File: src/rtl/alu_issue_unit_if.sv
// Decode, ALU-drive and write-back signals of the ALU issue unit.
// The master modport is the issue unit; the slave modport is its surroundings.
interface alu_issue_unit_if #(
  parameter int W = 16
);
  logic         in_valid;
  logic         in_ready;
  logic [2:0]   in_op;
  logic [W-1:0] in_a;
  logic [W-1:0] in_b;
  logic [2:0]   in_rd;

  logic [W-1:0] alu_in1;
  logic [W-1:0] alu_in2;
  logic [2:0]   alu_ctrl;
  logic [W-1:0] alu_out;
  logic [2:0]   alu_flag;

  logic         res_valid;
  logic         res_ready;
  logic [W-1:0] res_data;
  logic [2:0]   res_rd;
  logic         res_wb;

  modport master (
    input  in_valid, in_op, in_a, in_b, in_rd, alu_out, alu_flag, res_ready,
    output in_ready, alu_in1, alu_in2, alu_ctrl, res_valid, res_data, res_rd, res_wb
  );

  modport slave (
    output in_valid, in_op, in_a, in_b, in_rd, alu_out, alu_flag, res_ready,
    input  in_ready, alu_in1, alu_in2, alu_ctrl, res_valid, res_data, res_rd, res_wb
  );
endinterface

File: src/rtl/alu_issue_unit.sv
// Execute-stage issue unit: buffers decoded ops in a FIFO, drives the combinational
// ALU from a registered EX stage, and holds the result plus CCR for write-back.
module alu_issue_unit #(
  parameter int DEPTH = 2,
  parameter int W     = 16
) (
  input  logic             clk,
  input  logic             rst_n,
  alu_issue_unit_if.master bus,
  output logic [2:0]       ccr,
  output logic             err_illegal,
  output logic             busy
);
  localparam logic [2:0] OP_NOP = 3'b000;
  localparam logic [2:0] OP_ADD = 3'b001;
  localparam logic [2:0] OP_NOT = 3'b010;
  localparam logic [2:0] OP_STD = 3'b100;
  localparam int         AW     = (DEPTH > 1) ? $clog2(DEPTH) : 1;
  localparam int         CW     = AW + 1;

  typedef struct packed {
    logic [2:0]   op;
    logic [W-1:0] a;
    logic [W-1:0] b;
    logic [2:0]   rd;
  } entry_t;

  entry_t        mem [DEPTH];
  entry_t        head;
  logic [AW-1:0] wr_ptr;
  logic [AW-1:0] rd_ptr;
  logic [CW-1:0] count;
  logic          full;
  logic          empty;
  logic          push;
  logic          pop;
  logic          adv_ex;
  logic          adv_res;
  logic          head_legal;
  logic          head_illegal;

  logic          ex_valid;
  logic [2:0]    ex_op;
  logic [W-1:0]  ex_a;
  logic [W-1:0]  ex_b;
  logic [2:0]    ex_rd;

  logic          res_valid;
  logic [W-1:0]  res_data;
  logic [2:0]    res_rd;
  logic          res_wb;

  assign full         = (count == CW'(DEPTH));
  assign empty        = (count == '0);
  assign push         = bus.in_valid && !full;
  assign adv_res      = !res_valid || bus.res_ready;
  assign adv_ex       = !ex_valid || adv_res;
  assign pop          = !empty && adv_ex;
  assign head         = mem[rd_ptr];
  assign head_legal   = (head.op != OP_NOP) && (head.op <= OP_STD);
  assign head_illegal = (head.op > OP_STD);

  // NOTE: state registers use non-blocking assignments so every flop samples
  // pre-edge values regardless of block evaluation order.
  always_ff @(posedge clk or negedge rst_n) begin
    if (!rst_n) begin
      wr_ptr <= '0;
      rd_ptr <= '0;
      count  <= '0;
    end else begin
      if (push) wr_ptr <= wr_ptr + AW'(1);
      if (pop)  rd_ptr <= rd_ptr + AW'(1);
      if (push && !pop)      count <= count + CW'(1);
      else if (!push && pop) count <= count - CW'(1);
    end
  end

  // NOTE: FIFO storage is deliberately not reset; count gates every read, so
  // stale contents are never observed.
  always_ff @(posedge clk) begin
    if (push) mem[wr_ptr] <= entry_t'{bus.in_op, bus.in_a, bus.in_b, bus.in_rd};
  end

  // EX stage: NOPs and illegal opcodes consume the issue slot but load nothing.
  always_ff @(posedge clk or negedge rst_n) begin
    if (!rst_n) begin
      ex_valid    <= 1'b0;
      ex_op       <= OP_NOP;
      ex_a        <= '0;
      ex_b        <= '0;
      ex_rd       <= '0;
      err_illegal <= 1'b0;
    end else begin
      err_illegal <= pop && head_illegal;
      if (adv_ex) begin
        if (pop && head_legal) begin
          ex_valid <= 1'b1;
          ex_op    <= head.op;
          ex_a     <= head.a;
          ex_b     <= head.b;
          ex_rd    <= head.rd;
        end else begin
          ex_valid <= 1'b0;
          ex_op    <= OP_NOP;
        end
      end
    end
  end

  // RES stage and CCR share the capture edge so ccr always matches the held result.
  always_ff @(posedge clk or negedge rst_n) begin
    if (!rst_n) begin
      res_valid <= 1'b0;
      res_data  <= '0;
      res_rd    <= '0;
      res_wb    <= 1'b0;
      ccr       <= '0;
    end else if (ex_valid && adv_res) begin
      res_valid <= 1'b1;
      res_data  <= bus.alu_out;
      res_rd    <= ex_rd;
      res_wb    <= (ex_op != OP_STD);
      case (ex_op)
        OP_ADD: ccr <= {bus.alu_out[W-1], bus.alu_flag[1], (bus.alu_out == '0)};
        OP_NOT: begin
          ccr[2] <= bus.alu_out[W-1];
          ccr[0] <= (bus.alu_out == '0);
        end
        default: ;
      endcase
    end else if (bus.res_ready) begin
      res_valid <= 1'b0;
    end
  end

  assign bus.in_ready  = !full;
  assign bus.alu_in1   = ex_a;
  assign bus.alu_in2   = ex_b;
  assign bus.alu_ctrl  = ex_op;
  assign bus.res_valid = res_valid;
  assign bus.res_data  = res_data;
  assign bus.res_rd    = res_rd;
  assign bus.res_wb    = res_wb;
  assign busy          = !empty || ex_valid || res_valid;
endmodule
File: src/flat_wrapper.sv
// flat-port wrapper written by rule: the top's interface ports become plain ports
module alu_issue_unit_flat 
#(
  parameter int DEPTH = 2,
  parameter int W     = 16
)
  (clk, rst_n, ccr, err_illegal, busy, bus_in_valid, bus_in_op, bus_in_a, bus_in_b, bus_in_rd, bus_alu_out, bus_alu_flag, bus_res_ready, bus_in_ready, bus_alu_in1, bus_alu_in2, bus_alu_ctrl, bus_res_valid, bus_res_data, bus_res_rd, bus_res_wb);
  alu_issue_unit_if #(.W(W)) bus_i ();
  input  logic clk;
  input  logic rst_n;
  output logic [2:0] ccr;
  output logic err_illegal;
  output logic busy;
  input wire logic [$bits(bus_i.in_valid)-1:0] bus_in_valid;
  input wire logic [$bits(bus_i.in_op)-1:0] bus_in_op;
  input wire logic [$bits(bus_i.in_a)-1:0] bus_in_a;
  input wire logic [$bits(bus_i.in_b)-1:0] bus_in_b;
  input wire logic [$bits(bus_i.in_rd)-1:0] bus_in_rd;
  input wire logic [$bits(bus_i.alu_out)-1:0] bus_alu_out;
  input wire logic [$bits(bus_i.alu_flag)-1:0] bus_alu_flag;
  input wire logic [$bits(bus_i.res_ready)-1:0] bus_res_ready;
  output wire logic [$bits(bus_i.in_ready)-1:0] bus_in_ready;
  output wire logic [$bits(bus_i.alu_in1)-1:0] bus_alu_in1;
  output wire logic [$bits(bus_i.alu_in2)-1:0] bus_alu_in2;
  output wire logic [$bits(bus_i.alu_ctrl)-1:0] bus_alu_ctrl;
  output wire logic [$bits(bus_i.res_valid)-1:0] bus_res_valid;
  output wire logic [$bits(bus_i.res_data)-1:0] bus_res_data;
  output wire logic [$bits(bus_i.res_rd)-1:0] bus_res_rd;
  output wire logic [$bits(bus_i.res_wb)-1:0] bus_res_wb;
  assign bus_i.in_valid = bus_in_valid;
  assign bus_i.in_op = bus_in_op;
  assign bus_i.in_a = bus_in_a;
  assign bus_i.in_b = bus_in_b;
  assign bus_i.in_rd = bus_in_rd;
  assign bus_i.alu_out = bus_alu_out;
  assign bus_i.alu_flag = bus_alu_flag;
  assign bus_i.res_ready = bus_res_ready;
  assign bus_in_ready = bus_i.in_ready;
  assign bus_alu_in1 = bus_i.alu_in1;
  assign bus_alu_in2 = bus_i.alu_in2;
  assign bus_alu_ctrl = bus_i.alu_ctrl;
  assign bus_res_valid = bus_i.res_valid;
  assign bus_res_data = bus_i.res_data;
  assign bus_res_rd = bus_i.res_rd;
  assign bus_res_wb = bus_i.res_wb;
  alu_issue_unit #(.DEPTH(DEPTH), .W(W)) u_core (.clk(clk), .rst_n(rst_n), .bus(bus_i), .ccr(ccr), .err_illegal(err_illegal), .busy(busy));
endmodule
File: config.mk
export PLATFORM = sky130hd
export DESIGN_NAME = alu_issue_unit_flat
export DESIGN_NICKNAME = d
export VERILOG_FILES = /design/src/rtl/alu_issue_unit_if.sv /design/src/rtl/alu_issue_unit.sv /design/src/flat_wrapper.sv
export SDC_FILE = /design/constraint.sdc
export NUM_CORES = 1
export LEC_CHECK = 0
export ABC_AREA = 1
export CORE_ASPECT_RATIO = 1.1
export CORE_MARGIN = 8
export CORE_UTILIZATION = 50
export DETAILED_ROUTE_END_ITERATION = 12
export GPL_ROUTABILITY_DRIVEN = 0
export GPL_TIMING_DRIVEN = 0
export PLACE_DENSITY = 0.84
export RECOVER_POWER = 100
export SLEW_MARGIN = 20
export SYNTH_ARGS = -nofsm -noshare
export SYNTH_HDL_FRONTEND = slang
export SYNTH_SLANG_ARGS = --single-unit
File: constraint.sdc
create_clock -name clk -period 3.5 [get_ports clk]
set_input_delay 0.7 -clock clk [delete_from_list [all_inputs] [get_ports clk]]
set_output_delay 0.7 -clock clk [all_outputs]
set_load 0.01 [all_outputs]
Word-level counts from Yosys, hierarchy flattened
Memories as Yosys holds them, arrays and structs flattened.
Cells that the tools add are included.
- memories kept: 1
- bits in writable memories: 76
- register bits: 68
- bits of input ports: 61
- bits in read-only memories: 0
- output and inout bits: 62
- latch bits: 0
- bitwise operators: 0
- multiply operators: 0
- shift-type cells: 0
- reductions and logical operators: 27
- $add $sub $neg: 4
- muxes and demuxes: 8
- order comparisons: 2
- equality and inequality tests: 4
- div/mod/pow operators: 0
- memory list (name ; depth ; width ; rd ports ; clocked after Yosys merged registers in ; write ports ; line ; text):
    u_core.mem ; 2 ; 38 ; 1 ; 0 ; 1 ; alu_issue_unit.sv:28 ; entry_t mem [DEPTH];
- operators by type and width (operator ; number):
    zero test 16 bit ; 1
    logical AND 1 bit ; 8
    zero test 1 bit ; 6
    AND reduction 2 bit ; 3
    2-to-1 mux 1 bit ; 5
    logical OR 1 bit ; 4
    2-to-1 mux 2 bit ; 2
    nonzero test 2 bit ; 2
    equality test 3 x 1 -> 1 bit (second input constant) ; 1
    equality test 3 x 2 -> 1 bit (second input constant) ; 1
    > comparator 3 bit (second input constant) ; 1
    less-or-equal comparator 3 bit (second input constant) ; 1
    2-to-1 mux 3 bit ; 1
    != test 3 bit (second input constant) ; 1
    nonzero test 3 bit ; 1
    adder 1 bit (second input constant) ; 2
    adder 2 x 1 -> 2 bit (second input constant) ; 1
    equality test 2 bit (second input constant) ; 1
    zero test 2 bit ; 1
    OR reduction 2 bit ; 1
    subtractor 2 x 1 -> 2 bit (second input constant) ; 1

Depth between registers and ports, before layout
- word-level depth: 7
- gate-level depth with buffers: 10

Least setup slack after synthesis
OpenSTA, ideal clock, no wires.
- kind: input-to-reg
- from: input bus_in_valid
- to: memory u_core.mem[1][0] in the netlist's numbering, enable pin
- cell stages on the path: 2
- arrival: 2.413 ns
- setup time: 0.435 ns
- data required time: 3.065 ns
- setup slack: 0.653 ns
- buffers on the path: 0
- path through: nand2_1 nor2_1
- longest elaborated chain between the ends: 3
- ends and longest elaborated chain (item ; line ; text):
    from (decl) ; flat_wrapper.sv:14 ; input wire logic [$bits(bus_i.in_valid)-1:0] bus_in_valid;
    logical AND 1 bit ; alu_issue_unit.sv:55 ; assign push = bus.in_valid && !full;
    2-to-1 mux 1 bit ; alu_issue_unit.sv:81 ; if (push) mem[wr_ptr] <= entry_t'{bus.in_op, bus.in_a, bus.in_b, bus.in_rd};
    2-to-1 mux 1 bit (implied by the code) ; alu_issue_unit.sv:81 ;
    to (decl) ; alu_issue_unit.sv:28 ;
No other way between the ends.

Worst setup path after layout
- from: input bus_in_valid
- to: memory u_core.mem[0][20] in the netlist's numbering, enable pin
Same word-level chain as after synthesis.

==> summary.txt <==
Timing
  – Final hold vios: 0
  – Worst clock skew: 0.007413 ns
  – Worst-Margin Slew: 1.816 ns
  – RSZ-0062 raised after global routing: no
  – Period utilisation layout: 0.8083
  – Worst setup margin: 0.6709 ns
  – Worst slew margin: -0.2151
  – Max-slew violations: 63
  – Fmax achieved: 0.3535 GHz
  – Post-route minimum period: 2.829 ns
  – Final setup fails: 0

Drt
  – Routed wire length: 13020 um
  – Vias/cell: 4.898
  – Vias post-DR: 3982
  – Drt pass-1 iters: 5
  – Final ANT Viol Nets: 0
  – Initial DRC count: 212
  – WL/cell: 16.01 um
  – Drt drc: 0

Clocking
  – Setup Buffers After CTS: 0
  – Hold_buf cts: 0
  – Sink Count: 144
  – CTS Buf Count: 17
  – CTS clock-pin slew for the worst setup and hold paths: 0.06 ns
  – CTS Root Cell: clkbuf_16
  – Clock insertion delay at the later pin of the skew report: 0.42 ns
  – CTS tree: done
  – Max clock buf depth: 2
  – Max H-tree Level: 4
  – CTS resizes: 0

Placement
  – Place WS: 1.055 ns
  – IO buf count: 120
  – DP Area: 7053 um^2
  – Post-DP HPWL: 9452 um

Global routing
  – Total grt overflow: 0
  – Initial antenna violation count: 0
  – First-pass GRT wire length: 20720 um
  – Vias in the first global route: 4314
  – GRT Total Usage: 0.1826
  – Largest net degree at the start of global routing: 44

Setup path
  – Worst path arrival time: 2.94 ns
  – Worst setup SP type: input port
  – Crit Path Max Fanout: 21
  – Type of the worst setup path: input port to flop
  – Critical Path End Type: flop
  – WP data required: 3.61 ns

Cells and area
  – Seq. cell area: 3984 um^2
  – Layout Nets: 716
  – Antenna diode count: 0
  – Finished Core Util: 0.6873
  – Area of the multi-input gates: 1313 um^2
  – Share of layout cells above drive strength 1: 0.07057
  – Fin area: 7498 um^2
  – Fillers: 854
  – Area growth syn-to-layout: 34.37%

Die
  – Initial Util: 0.5115
  – IO Count: 123
  – Die height: 126.8 um
  – Full die area: 14800 um^2
  – Rows: 40
  – Die Wd: 116.7 um
  – Core Region: 10910 um^2

Synthesis
  – Post-synthesis cell area: 5580 um^2
  – Post-synth net total: 574
  – Cells after synthesis: 511
  – Synthesis warning total: 0
  – Yosys reg bits: 144
  – Sequential area share after synthesis: 0.7139
  – Mapped Avg Cell Area: 10.92 um^2
  – Library cells used by synthesis: 24

Power and ir drop
  – Pleak: 3.422 nW
  – Switch Pwr: 2.545 mW
  – Sw Ratio: 0.3576
  – Power share of the clock group: 0.252
  – Sequential power share: 0.375
  – Max IR drop VDD: 0.4974 mV
  – Pwr Total: 7.116 mW
  – Pwr Density: 949.1 nW/um^2
  – Logic pwr share: 0.373
  – Internal power: 4.571 mW

Job
  – Max_cap viols: 3

Status
  – Violated checks: capacitance limit, slew limit
  – Status: finished with violations

Min path
  – Hold Crit Class: flop to flop
==> through the flow <==
stage          TNS, ns  hold WS, ns  instances
5_1_grt              0       0.4880        813
3_5_place_dp         0       0.4606        781
4_1_cts              0       0.2018        813
3_3_place_gp    -93.15       0.4519        778
2_1_floorplan        0       0.4044        511
6_report             0       0.4648        813
==> power by group through the flow <==
stage	registers, mW	logic (mW)	clock network (mW)
detailed placement	2.71	3.03	0
CTS	2.69	3.06	1.82
global route	2.73	2.99	1.89
floorplan	2.83	1.57	0
global placement	2.70	2.86	0
finish	2.67	2.66	1.79
==> Yosys cell counts, drive strengths merged <==
| master | number | area, um^2 |
|---|---|---|
| nor3 | 1 | 5.000 |
| ha | 2 | 25.02 |
| nand4 | 1 | 6.260 |
| a21oi | 1 | 16.27 |
| dfrtp | 68 | 1702 |
| o21ai | 16 | 121.4 |
| inv | 21 | 83.82 |
| xnor2 | 1 | 8.760 |
| xor2 | 2 | 17.52 |
| nand2 | 278 | 1044 |
| clkbuf | 2 | 7.510 |
| or3 | 1 | 6.260 |
| nor2 | 17 | 63.81 |
| nand3 | 8 | 65.06 |
| edfxtp | 76 | 2282 |
| buf | 16 | 126.4 |
==> worst paths after layout <==
| kind | from | end | slack (ns) | cells past startpoint |
|---|---|---|---|---|
| min in group asynchronous | rst_n | u_core.bus.alu_in1[8] | 0.65 | 1 |
| worst max-delay path | bus_in_valid | u_core.mem[0][20] | 0.67 | 4 |
| worst min-delay path | u_core.bus.res_data[1] | u_core.bus.res_data[1] | 0.46 | 2 |
| max in group asynchronous | rst_n | u_core.bus.res_data[13] | 1.08 | 2 |
| worst min register to register | u_core.bus.res_data[1] | u_core.bus.res_data[1] | 0.46 | 2 |
| worst max register to register | u_core.rd_ptr | u_core.bus.alu_in2[7] | 0.83 | 10 |
==> cells by family (layout without fill, tap and decap cells) <==
logic type | after synthesis | count (layout) | synth area share
flops | 144 | 144 | 0.7139
compound gates | 17 | 17 | 0.02466
simple gates | 306 | 306 | 0.2132
buf+inv | 39 | 194 | 0.03901
xor+xnor | 3 | 3 | 0.004709
fa+ha+maj | 2 | 2 | 0.004484
==> cell usage in the layout, fill, tap and decap left out, drive strengths merged, types with 11 or more instances in the layout <==
cell type and instances:
dlygate4sd3 102, inv 21, edfxtp 76, buf 11, nor2 17, dfrtp 68
clkdlybuf4s50 17, nand2 278, clkbuf 29, o21ai 16
==> final cells by class <==
| cell class | instances | share of cell area |
|---|---|---|
| timing repair buffer | 123 | 0.1674 |
| clock inverter | 14 | 0.02203 |
| buffer | 18 | 0.01168 |
| clock buffer | 18 | 0.05723 |
| inverter | 21 | 0.01085 |
| tap | 147 | 0.02453 |
| multi-input combinational | 328 | 0.1750 |
| sequential | 144 | 0.5313 |
==> worst max-delay path, stage by stage <==
cell           delay [ns]
dlygate4sd3_1        0.52
nand2_1              0.09
nor2_1               1.35
buf_16               0.26
==> layer usage <==
| layer | share of wire | wire length (um) | track usage |
|---|---|---|---|
| met1 | 0.39 | 5066 | 0.1936 |
| met5 | 0 | 0 | 0 |
| met3 | 0.078 | 1012 | 0.05126 |
| met2 | 0.52 | 6804 | 0.3255 |
| met4 | 0.010 | 135 | 0.08296 |
==> state kept, by name, indices dropped and copies added (netlist names) <==
| name | cells |
|---|---|
| u_core.bus.alu_in2 | 16 |
| u_core.bus.res_wb | 1 |
| u_core.ex_valid | 1 |
| u_core.bus.alu_ctrl | 3 |
| u_core.ex_rd | 3 |
| u_core.wr_ptr | 1 |
| u_core.err_illegal | 1 |
| u_core.bus.res_rd | 3 |
| u_core.bus.res_valid | 1 |
| u_core.mem | 76 |
| u_core.bus.alu_in1 | 16 |
| u_core.rd_ptr | 1 |
| u_core.ccr | 3 |
| u_core.count | 2 |
| u_core.bus.res_data | 16 |
Power figures use the tool's default switching activity.
